$ cat src/rtl/ysyx_22050854_divider.sv
// ysyx_22050854_divider
// Iterative radix-2 restoring divider for DIV/DIVU/REM/REMU and their W forms.
// A request is taken over a valid/ready handshake. The quotient and remainder
// are computed one bit per cycle. The selected result is returned over a second
// valid/ready handshake.
//
// Ports
//   clk        clock, rising edge
//   rst        synchronous active-high reset
//   in_valid   request valid                in_ready   request accepted (IDLE only)
//   op         00 DIV, 01 DIVU, 10 REM, 11 REMU
//   is_word    W form: 32-bit operands, result sign-extended from bit 31
//   src1/src2  dividend / divisor
//   flush      abandon any in-flight operation
//   out_valid  result valid                 out_ready  consumer accepts result
//   result     quotient or remainder
//
// state | meaning
// IDLE  | waiting for a request, in_ready high
// CALC  | shift-subtract iterations, counter runs 63 down to 0
// DONE  | result held until consumed (special cases spend one finalize cycle here)
module ysyx_22050854_divider #(
  parameter int XLEN = 64
) (
  input  logic            clk,
  input  logic            rst,
  input  logic            in_valid,
  output logic            in_ready,
  input  logic [1:0]      op,
  input  logic            is_word,
  input  logic [XLEN-1:0] src1,
  input  logic [XLEN-1:0] src2,
  input  logic            flush,
  output logic            out_valid,
  input  logic            out_ready,
  output logic [XLEN-1:0] result
);

  typedef enum logic [1:0] {IDLE, CALC, DONE} state_t;

  state_t          state_q, state_d;
  logic [1:0]      op_q;
  logic            word_q;
  logic            qneg_q, rneg_q;
  logic [XLEN-1:0] dvd_q;   // dividend, becomes the quotient as bits shift in
  logic [XLEN-1:0] dvs_q;
  logic [XLEN-1:0] rem_q;
  logic [5:0]      cnt_q;
  logic            res_vld_q;
  logic [XLEN-1:0] result_q;

  // Operand preparation
  logic [XLEN-1:0] a_ext, b_ext, a_mag, b_mag, min_neg;
  logic            sgn, a_neg, b_neg, div_zero, ovf, special;

  always_comb begin
    sgn = ~op[0];
    if (is_word) begin
      a_ext = sgn ? {{(XLEN-32){src1[31]}}, src1[31:0]} : {{(XLEN-32){1'b0}}, src1[31:0]};
      b_ext = sgn ? {{(XLEN-32){src2[31]}}, src2[31:0]} : {{(XLEN-32){1'b0}}, src2[31:0]};
      min_neg = {{(XLEN-31){1'b1}}, 31'b0};
    end else begin
      a_ext = src1;
      b_ext = src2;
      min_neg = {1'b1, {(XLEN-1){1'b0}}};
    end
    a_neg    = sgn & a_ext[XLEN-1];
    b_neg    = sgn & b_ext[XLEN-1];
    a_mag    = a_neg ? -a_ext : a_ext;
    b_mag    = b_neg ? -b_ext : b_ext;
    div_zero = (b_ext == '0);
    ovf      = sgn && (b_ext == '1) && (a_ext == min_neg);
    special  = div_zero | ovf;
  end

  // One restoring iteration. The partial remainder keeps an extra top bit so
  // the compare is exact even for divisors with bit XLEN-1 set.
  logic [XLEN:0]   partial, diff;
  logic            ge;
  logic [XLEN-1:0] rem_nx, dvd_nx;

  always_comb begin
    partial = {rem_q, dvd_q[XLEN-1]};
    diff    = partial - {1'b0, dvs_q};
    ge      = (partial >= {1'b0, dvs_q});
    rem_nx  = ge ? diff[XLEN-1:0] : partial[XLEN-1:0];
    dvd_nx  = {dvd_q[XLEN-2:0], ge};
  end

  // Sign fix-up and selection. On the last CALC cycle the freshly computed
  // values are used so the result lands in the same edge that enters DONE.
  logic [XLEN-1:0] fin_q, fin_r, fix_q, fix_r, sel, fin_res;

  always_comb begin
    fin_q   = (state_q == CALC) ? dvd_nx : dvd_q;
    fin_r   = (state_q == CALC) ? rem_nx : rem_q;
    fix_q   = qneg_q ? -fin_q : fin_q;
    fix_r   = rneg_q ? -fin_r : fin_r;
    sel     = op_q[1] ? fix_r : fix_q;
    fin_res = word_q ? {{(XLEN-32){sel[31]}}, sel[31:0]} : sel;
  end

  always_ff @(posedge clk) begin
    if (rst) state_q <= IDLE;
    else     state_q <= state_d;
  end

  always_comb begin
    state_d = state_q;
    case (state_q)
      IDLE:    if (in_valid) state_d = special ? DONE : CALC;
      CALC:    if (cnt_q == 6'd0) state_d = DONE;
      DONE:    if (res_vld_q && out_ready) state_d = IDLE;
      default: state_d = IDLE;
    endcase
    if (flush) state_d = IDLE;
  end

  always_ff @(posedge clk) begin
    if (rst) begin
      op_q      <= '0;
      word_q    <= 1'b0;
      qneg_q    <= 1'b0;
      rneg_q    <= 1'b0;
      dvd_q     <= '0;
      dvs_q     <= '0;
      rem_q     <= '0;
      cnt_q     <= '0;
      res_vld_q <= 1'b0;
      result_q  <= '0;
    end else if (flush) begin
      res_vld_q <= 1'b0;
    end else begin
      case (state_q)
        IDLE: begin
          if (in_valid) begin
            op_q      <= op;
            word_q    <= is_word;
            dvs_q     <= b_mag;
            cnt_q     <= 6'd63;
            res_vld_q <= 1'b0;
            if (div_zero) begin
              dvd_q  <= '1;
              rem_q  <= a_ext;
              qneg_q <= 1'b0;
              rneg_q <= 1'b0;
            end else if (ovf) begin
              dvd_q  <= a_ext;
              rem_q  <= '0;
              qneg_q <= 1'b0;
              rneg_q <= 1'b0;
            end else begin
              dvd_q  <= a_mag;
              rem_q  <= '0;
              qneg_q <= a_neg ^ b_neg;
              rneg_q <= a_neg;
            end
          end
        end
        CALC: begin
          dvd_q <= dvd_nx;
          rem_q <= rem_nx;
          cnt_q <= cnt_q - 6'd1;
          if (cnt_q == 6'd0) begin
            result_q  <= fin_res;
            res_vld_q <= 1'b1;
          end
        end
        DONE: begin
          if (!res_vld_q) begin
            result_q  <= fin_res;
            res_vld_q <= 1'b1;
          end else if (out_ready) begin
            res_vld_q <= 1'b0;
          end
        end
        default: res_vld_q <= 1'b0;
      endcase
    end
  end

  assign in_ready  = (state_q == IDLE);
  assign out_valid = (state_q == DONE) && res_vld_q;
  assign result    = result_q;

endmodule
$ cat config.mk
export PLATFORM = sky130hd
export DESIGN_NAME = ysyx_22050854_divider
export DESIGN_NICKNAME = d
export VERILOG_FILES = /design/src/rtl/ysyx_22050854_divider.sv
export SDC_FILE = /design/constraint.sdc
export NUM_CORES = 1
export LEC_CHECK = 0
export BUFFER_PORTS_ARGS = -buffer_cell sky130_fd_sc_hd__buf_4
export CORE_MARGIN = 1.5
export CORE_UTILIZATION = 35
export DETAILED_ROUTE_END_ITERATION = 8
export GPL_ROUTABILITY_DRIVEN = 0
export PLACE_DENSITY_LB_ADDON = 0.3
export SKIP_CTS_REPAIR_TIMING = 1
export SLEW_MARGIN = 20
export SYNTH_ARGS = -nofsm -noshare
export SYNTH_HDL_FRONTEND = slang
export SYNTH_SLANG_ARGS = --single-unit
$ cat constraint.sdc
create_clock -name clk -period 6.3 [get_ports clk]
set_clock_uncertainty 0.05 [all_clocks]
set_input_delay 0.945 -clock clk [delete_from_list [all_inputs] [get_ports clk]]
set_output_delay 0.945 -clock clk [all_outputs]
set_load 0.03 [all_outputs]
# --- Yosys cells after proc, flatten, opt, wreduce, memory -nomap -nowiden ---
# Index checks and enable logic that the tools add are counted.
totals:
  wordCells: 87
  mem_bits_ro: 0
  latchBits: 0
  memories: 0
  mem_bits_rw: 0
  input_bits: 136
  reg_bits: 270
op_classes:
  eq_ne: 8
  add_sub_neg: 6
  magnitude_cmp: 1
  n_mux: 40
  n_shift: 0
  n_bitwise: 6
  mul: 0
  n_reduce_logical: 15
  div: 0
ops:
  columns: ["operator", "n"]
  rows:
  - ["64-bit 2-to-1 mux", 20]
  - ["64-bit one-hot mux with 2 select lines", 3]
  - ["64-bit negation", 4]
  - ["65-bit by 64-bit >= comparator with 1-bit output", 1]
  - ["64-bit == test", 1]
  - ["64-bit == test, second input constant", 1]
  - ["64-bit zero test", 1]
  - ["64-bit subtractor", 1]
  - ["63-bit 2-to-1 mux", 1]
  - ["6-bit one-hot mux with 2 select lines", 1]
  - ["3-bit AND reduction", 3]
  - ["1-bit 2-to-1 mux", 8]
  - ["2-bit 2-to-1 mux", 4]
  - ["6-bit zero test", 1]
  - ["6-bit 2-to-1 mux", 1]
  - ["2-bit != test, second input constant", 3]
  - ["2-bit one-hot mux with 3 select lines", 1]
  - ["6-bit by 1-bit subtractor with 6-bit output, second input constant", 1]
  - ["1-bit logical AND", 4]
  - ["4-bit AND reduction", 1]
  - ["2-bit nonzero test", 2]
  - ["1-bit one-hot mux with 3 select lines", 1]
  - ["1-bit bitwise AND", 2]
  - ["2-bit by 1-bit == test with 1-bit output, second input constant", 1]
  - ["other kinds (8)", 9]

# --- Depth between registers and ports, before layout ---
# Gate-level depths: netlist of run 1.
depth:
  word_depth: 9
  mapped_depth: 28
  ltp_nobuf: 24

# --- Least setup slack after synthesis of run 1 ---
# No wires, ideal clock.
synth_path:
  path_type: "register -> register"
  start: "register state_q[1]"
  end: "register result_q[56], in the netlist result[56]"
  slack_ns: -0.031
  t_arrival_ns: 6.195
  stages_incl_launch_ff: 28
  required_time_ns: 6.164
  period_less_slack_ns: 6.331
  cell_sequence: "dfxtp_1 > inv_1 > ha_1 > buf_2 > clkbuf_1 > buf_1 > buf_1 > clkbuf_1 > buf_1 > buf_2 > buf_1 > buf_1 > mux2i_1 > ha_1 > nand2b_1 > a2111oi_0 > nand4_1 > nor2_1 > nand3_1 > nor2_1 > nand3_1 > or3_1 > a21o_1 > a221oi_1 > o32ai_1 > nor2_1 > a21oi_1 > a211oi_1"
synth_between:
  elab_chain_len: 8
  elab_cells_between_ends: 17
  classes_between: "add/sub: 2; eq/ne: 4; mux: 9; reduce/logical: 2"
synth_lines:
  columns: ["element", "line_no", "text"]
  rows:
  - ["start, declared", "41", "state_t state_q, state_d;"]
  - ["start signal, assigned", "105", "else state_q <= state_d;"]
  - ["2-bit by 1-bit == test with 1-bit output", "95, 96, 134", null]
  - ["64-bit 2-to-1 mux (on tied branches)", "95, 96", null]
  - ["64-bit negation (on tied branches)", "97, 98", null]
  - ["64-bit 2-to-1 mux (on tied branches)", "97, 98", null]
  - ["64-bit 2-to-1 mux", "99", "sel = op_q[1] ? fix_r : fix_q;"]
  - ["64-bit 2-to-1 mux", "100", "fin_res = word_q ? {{(XLEN-32){sel[31]}}, sel[31:0]} : sel;"]
  - ["64-bit 2-to-1 mux (on tied branches)", "170, 164", null]
  - ["64-bit one-hot mux with 2 select lines", "134", "case (state_q)"]
  - ["end signal, assigned", "165", "result_q <= fin_res;"]
  - ["end signal, assigned", "171", "result_q <= fin_res;"]
  - ["end, declared", "50", "logic [XLEN-1:0] result_q;"]
# Several ways; a longest one is shown, not always the timed one. The select of a mux whose other input is x is not followed.
# A chain may end at the register's enable or synchronous reset.

# --- Worst setup path after layout of run 1 ---
layout_path:
  start: "register rem_q[47]"
  end: "register result_q[56], in the netlist result[56]"
layout_between:
  elab_chain_len: 9
  elab_cells_between_ends: 14
  classes_between: "add/sub: 3; order compare: 1; mux: 10"
layout_lines:
  columns: ["element", "line_no", "text"]
  rows:
  - ["start, declared", "47", "logic [XLEN-1:0] rem_q;"]
  - ["start signal, assigned", "144", "rem_q <= a_ext;"]
  - ["start signal, assigned", "162", "rem_q <= rem_nx;"]
  - ["64-bit subtractor / 65-bit by 64-bit >= comparator with 1-bit output (equally long branches)", "84, 85", null]
  - ["64-bit 2-to-1 mux", "86", "rem_nx = ge ? diff[XLEN-1:0] : partial[XLEN-1:0];"]
  - ["64-bit 2-to-1 mux", "96", "fin_r = (state_q == CALC) ? rem_nx : rem_q;"]
  - ["64-bit negation", "98", "fix_r = rneg_q ? -fin_r : fin_r;"]
  - ["64-bit 2-to-1 mux", "98", null]
  - ["64-bit 2-to-1 mux *", "99", null]
  - ["64-bit 2-to-1 mux *", "100", null]
  - ["64-bit 2-to-1 mux (on tied branches)", "170, 164", null]
  - ["64-bit one-hot mux with 2 select lines *", "134", null]
# Mark *: on every way between the ends. The rest lies on a longest branch, timed or not. The select of a mux whose other input is x is not followed.

==> metrics, run 1 <==
run status finished clean; Post-synth EDFFs 0; period utilization 0.952; CP Data Arrival Time 6.47 ns; routed wire length 118000 µm; Final Slew Violations 0; HP Class flip-flop to flip-flop; ys async rst share 0; via density per instance 6.29; fmax 167 MHz; antenna violations before repair 2; fin crit period 6.00 ns; Sum Neg Setup Slack 0 ns; Syn Inst Count 3812; hold depth 2; drt wl/cell 24.3 µm; final global-route overflow total 0; Initial Util 0.354; most common cell after layout, fill and taps aside nor2_1; Sink Count 269; vias in the first global route 27409; Area Growth Syn to Fin 13.9%; Max clock buf depth 3; fillcell total 7878; largest net degree at the start of global routing 137; Die Area 76700 µm²; Max transition margin 0.360; syn avg cell area 6.89 µm²; endpoint class of the critical path flip-flop; layout cell share with drive strength beyond 1 0.120; CTS buffer count 36; port buffer count 201; most frequent cells in the layout 462 x nor2_1, 408 x nand2_1, 371 x a21oi_1; FF-to-FF path depth 23; sequential share of power 0.242; Yosys cell types 102; first-pass GRT wire length 177000 µm; largest vdd supply drop 0.175 mV; DP Cell Count 4789; Most used DFF post-synth dfxtp_1; Reg clk slew, reported paths 0.06 ns; Crit Path Max Fanout 7; via count 30526; Cell Area, Synth 26300 µm²; Synth Net Count 4023; RSZ-0062 raised after global routing false; Combinational Power Share 0.492; worst-skew pair later-pin latency 0.60 ns; YS warnings 0; Die Y 277 µm; fin nets 4069; Req. time, crit path 6.77 ns; CTS H-tree depth 2; Finish-stage setup viols 0; Worst setup SP type flip-flop; final std cells w/o fill 4856; DRC viols 0; switching part of the total 0.460; root buf cell clkbuf_16; Antenna Nets Post-Route 0; Net Sw Power 3850 µW; clock power share 0.266; IO Count 202; CTS tree built; router iterations before antenna repair 6; row cnt 100; Final Hold Viols 0; Worst-Margin Slew 0.952 ns; sequential fraction of the synthesis area 0.205; Max-Cap Viols 0; Chip Width 277 µm; Yosys reg bits 269; Pint 4520 µW; post-layout util 0.403; Setup Crit Path Kind flip-flop to flip-flop; CORE AREA 74300 µm²; PD cells 280 nW/µm²; initial DRC count 4071; P_leak 0.0113 µW; HPWL after DPL 90800 µm; total track usage 0.295
## Yosys cell counts, types with 21 or more instances
| cell | number | area share |
|---|---|---|
| a211oi_1 | 143 | 0.041 |
| buf_1 | 34 | 0.0049 |
| o211ai_1 | 50 | 0.014 |
| xnor2_1 | 129 | 0.043 |
| o21ai_0 | 203 | 0.039 |
| or3_1 | 36 | 0.0086 |
| xor2_1 | 116 | 0.039 |
| nor2b_1 | 47 | 0.011 |
| nand4_1 | 76 | 0.018 |
| and3_1 | 22 | 0.0052 |
| o221ai_1 | 39 | 0.013 |
| a21oi_1 | 373 | 0.071 |
| nor4_1 | 56 | 0.013 |
| buf_2 | 44 | 0.0084 |
| o31ai_1 | 45 | 0.013 |
| nor3_1 | 135 | 0.026 |
| a21o_1 | 68 | 0.019 |
| clkbuf_1 | 203 | 0.029 |
| nand2_1 | 408 | 0.058 |
| inv_1 | 141 | 0.020 |
| or4_1 | 21 | 0.0060 |
| a311oi_1 | 29 | 0.0097 |
| ha_1 | 74 | 0.035 |
| mux2i_1 | 56 | 0.021 |
| nand3_1 | 57 | 0.011 |
| a221oi_1 | 45 | 0.015 |
| o41ai_1 | 21 | 0.0070 |
| a31oi_1 | 31 | 0.0074 |
| nor2_1 | 466 | 0.067 |
| dfxtp_1 | 269 | 0.20 |
| nand2b_1 | 24 | 0.0057 |
## cells by family after synthesis
logic type,Yosys count,synth area share
compound gates,1264,0.320
mux,65,0.0252
simple gates,1455,0.265
xor+xnor,245,0.0817
flops,269,0.205
buf+inv,439,0.0678
fa+ha+maj,75,0.0360
## worst paths after layout
check | startpoint | to | slack [ns]
setup / recovery | rem_q[47] | result[56] | 0.30
setup reg to reg | rem_q[47] | result[56] | 0.30
hold / removal | dvs_q[38] | dvs_q[38] | 0.40
hold reg to reg | dvs_q[38] | dvs_q[38] | 0.40
## metal layers
metal / vias up / routed length (µm) / track usage
li1: 14117 / - / -
met2: 1750 / 49300 / 0.438
met1: 14381 / 50800 / 0.416
met4: 4 / 4750 / 0.110
met5: - / 22 / 0
met3: 274 / 13100 / 0.0625
## power groups by stage
stage,combinational [µW],sequential [µW],clock (µW)
after floorplan,2690,2020,0
after global placement,3950,2040,0
after detailed placement,3950,2050,0
after CTS,3970,2010,2240
after global routing,4390,2040,2310
final,4120,2020,2230
## area by class of cell
type | count | area (µm²) | share of cell area
multi-input combinational | 3104 | 19200 | 0.641
inverter | 142 | 536 | 0.0179
antenna | 1 | 2.50 | 0.0000836
sequential | 269 | 5390 | 0.180
clock buffer | 46 | 978 | 0.0327
clock inverter | 20 | 264 | 0.00882
timing repair buffer | 305 | 2350 | 0.0784
tap | 969 | 1210 | 0.0405
## critical path: stages, from the launching register on
cell       delay, ns
dfxtp_1         0.47
ha_1            0.37
a21oi_1         0.24
o21ai_1         0.16
or3_1           0.39
o211ai_2        0.22
and3_1          0.23
nand3_1         0.22
o21ai_0         0.21
ha_1            0.24
nand2b_1        0.13
a2111oi_2       0.43
nand4_1         0.26
nor2_1          0.31
nand3_1         0.21
nor2_2          0.23
nand3_1         0.23
or3_1           0.41
a21o_1          0.19
a221oi_1        0.24
o32ai_1         0.11
nor2_1          0.10
a21oi_1         0.05
a211oi_1        0.23
## through the flow
stage	total power, µW	setup WS (ns)	hold WS [ns]	instance area [µm²]
2_1_floorplan	4700	0.0506	0.382	26300
3_3_place_gp	6000	0.462	0.391	28700
3_5_place_dp	6000	0.299	0.397	28700
4_1_cts	8230	0.294	0.402	29900
5_1_grt	8740	0.00758	0.415	29900
6_report	8370	0.300	0.400	29900
## state kept, by name, indices dropped and copies added (netlist names)
register	flops
state_q	2
res_vld_q	1
dvd_q	64
result	64
qneg_q	1
word_q	1
op_q	1
rem_q	64
rneg_q	1
cnt_q	6
dvs_q	64
Power figures use the tool's default switching activity.
==> run 2: changes to the inputs <==
--- a/config.mk
+++ b/config.mk
@@ -6,13 +6,13 @@
 export NUM_CORES = 1
 export LEC_CHECK = 0
 export BUFFER_PORTS_ARGS = -buffer_cell sky130_fd_sc_hd__buf_4
+export CORE_ASPECT_RATIO = 0.8
 export CORE_MARGIN = 1.5
 export CORE_UTILIZATION = 35
 export DETAILED_ROUTE_END_ITERATION = 8
 export GPL_ROUTABILITY_DRIVEN = 0
 export PLACE_DENSITY_LB_ADDON = 0.3
 export SKIP_CTS_REPAIR_TIMING = 1
-export SLEW_MARGIN = 20
 export SYNTH_ARGS = -nofsm -noshare
 export SYNTH_HDL_FRONTEND = slang
 export SYNTH_SLANG_ARGS = --single-unit
==> run 2 against run 1 <==
Utilization hardly changed; power is 4.9% lower; register-to-register slack worse by 0.03 ns; clock power is 17% lower; setup slack worse by 0.028 ns; wire length is 3.9% lower; sequential share of layout area hardly changed; largest cell class unchanged; highest routed layer unchanged.
==> metrics, run 2 (synthesis results as in run 1) <==
Reg clk slew, reported paths 0.06 ns; RSZ-0062 raised after global routing true; PD cells 267 nW/µm²; Area Growth Syn to Fin 13.6%; fin crit period 6.03 ns; port buffer count 201; HPWL after DPL 86800 µm; reg2reg setup slack 0.27 ns; IO Count 202; Initial Util 0.355; DRC viols 0; Die Area 76700 µm²; hold depth 2; row cnt 89; Sink Count 269; fillcell total 7791; router iterations before antenna repair 8; fin nets 4077; most common cell after layout, fill and taps aside nor2_1; antenna violations before repair 7; P_leak 0.0112 µW; Crit Path Max Fanout 24; Worst setup SP type flip-flop; CORE AREA 74100 µm²; WHS Endpoint dvs_q[56]; largest vdd supply drop 0.232 mV; root buf cell clkbuf_16; period utilization 0.957; grt met1 use 0.406; run status finished clean; Max transition margin 0.329; Final Hold Viols 0; Finish-stage setup viols 0; Fin Hold WS 0.401 ns; Critical Path Max Stage Delay 0.58 ns; CP Data Arrival Time 6.47 ns; Most Used Layer, Global Route met2; most frequent CP cell buf_4; CTS H-tree depth 1; initial DRC count 4318; Antenna Nets Post-Route 0; fmax 166 MHz; worst-skew pair later-pin latency 0.63 ns; routed wire length 113000 µm; Final Instance Area 29800 µm²; Max-Cap Viols 0; Req. time, crit path 6.75 ns; Worst-Margin Slew 0.981 ns; FF-to-FF path depth 18; met2 Use GR 0.421; final global-route overflow total 0; Die Y 248 µm; largest net degree at the start of global routing 148; drt wl/cell 23.2 µm; first-pass GRT wire length 170000 µm; Final Slew Violations 0; Max clock buf depth 3; total track usage 0.285; layout cell share with drive strength beyond 1 0.122; via density per instance 6.19; CP cell instances ha_1, a21oi_2, o21ai_1, or3_1, o211ai_2, and3_1, buf_4, nand2_4, buf_4, a31oi_1, or4b_4, or4_1, nor4_1, buf_4, nand4_1, o41ai_1, xor2_1, o2bb2ai_1; hold_sp dvs_q[56]; CTS tree built; CTS buffer count 31; Worst R2R End result[61]; endpoint class of the critical path flip-flop; vias in the first global route 27307; Slowest-stage cell, CP or4b_4; met3 Use GR 0.0765; Worst R2R Start rem_q[51]; Setup Crit Path Kind flip-flop to flip-flop; Chip Width 309 µm; via count 30301; most frequent cells in the layout 462 x nor2_1, 408 x nand2_1, 370 x a21oi_1; HP Class flip-flop to flip-flop; Cell Area, Placed 28800 µm²
## run 2: cell count changes in the layout (fill, tap and decap cells not counted), sizes merged, moves of 2 or more
| cell | before | now |
|---|---|---|
| buf | 304 | 317 |
| bufinv | 4 | 1 |
| clkbuf | 47 | 40 |
| clkinvlp | 3 | 5 |
| diode | 1 | 5 |
| inv | 146 | 141 |
## run 2: where the power goes
part | switching, µW | internal (µW) | leakage, µW
Sequential | 167 | 1840 | 0.00220
Clock | 856 | 999 | 0.000472
Combinational | 2690 | 1410 | 0.00852
Total | 3710 | 4250 | 0.0112
## run 2: through the flow
stage,instances,TNS [ns],setup WS (ns),total power (µW),utilization
finish,4893,0,0.272,7960,0.403
CTS,4888,0,0.188,7820,0.402
floorplan,3812,0,0.0506,4700,-
detailed placement,4834,0,0.233,5970,0.389
global route,4888,-0.0195,-0.0195,8370,0.403
global placement,4834,0,0.179,5960,0.389
## run 2: layout make-up
type / instances / area, µm² / area share
repair buffers: 318 / 2440 / 0.0819
well taps: 1001 / 1250 / 0.0420
diodes: 5 / 12.5 / 0.000419
clock inverters: 15 / 128 / 0.00428
inverters: 142 / 536 / 0.0179
flip-flops and latches: 269 / 5390 / 0.181
clock buffers: 39 / 856 / 0.0287
multi-input cells: 3104 / 19200 / 0.644
## run 2: critical path: cells and delay by family (launching register included)
kind / cells / cell delay (ns)
AND/OR/NAND/NOR: 7 / 2.50
XOR/XNOR: 1 / 0.33
AO/OA/AOI/OAI: 6 / 1.45
flip-flops: 1 / 0.41
adder cells (fa/ha/maj): 1 / 0.36
buffers and inverters: 3 / 0.78
## run 2: worst max-delay path by stage
stage	startpoint	endpoint	slack, ns	cells after the start
2_1_floorplan	state_q[1]	result[56]	0.05	27
3_3_place_gp	dvs_q[60]	result[53]	0.18	17
3_5_place_dp	dvs_q[48]	result[53]	0.23	19
4_1_cts	dvs_q[48]	result[53]	0.19	19
5_1_grt	dvs_q[52]	result[56]	-0.02	24
6_report	rem_q[51]	result[61]	0.27	18
## run 2: routing by layer
| layer | routed length, µm | vias up |
|---|---|---|
| met5 | 46 | - |
| met3 | 13700 | 218 |
| met1 | 49100 | 14245 |
| met4 | 3380 | 8 |
| li1 | - | 14128 |
| met2 | 47000 | 1702 |
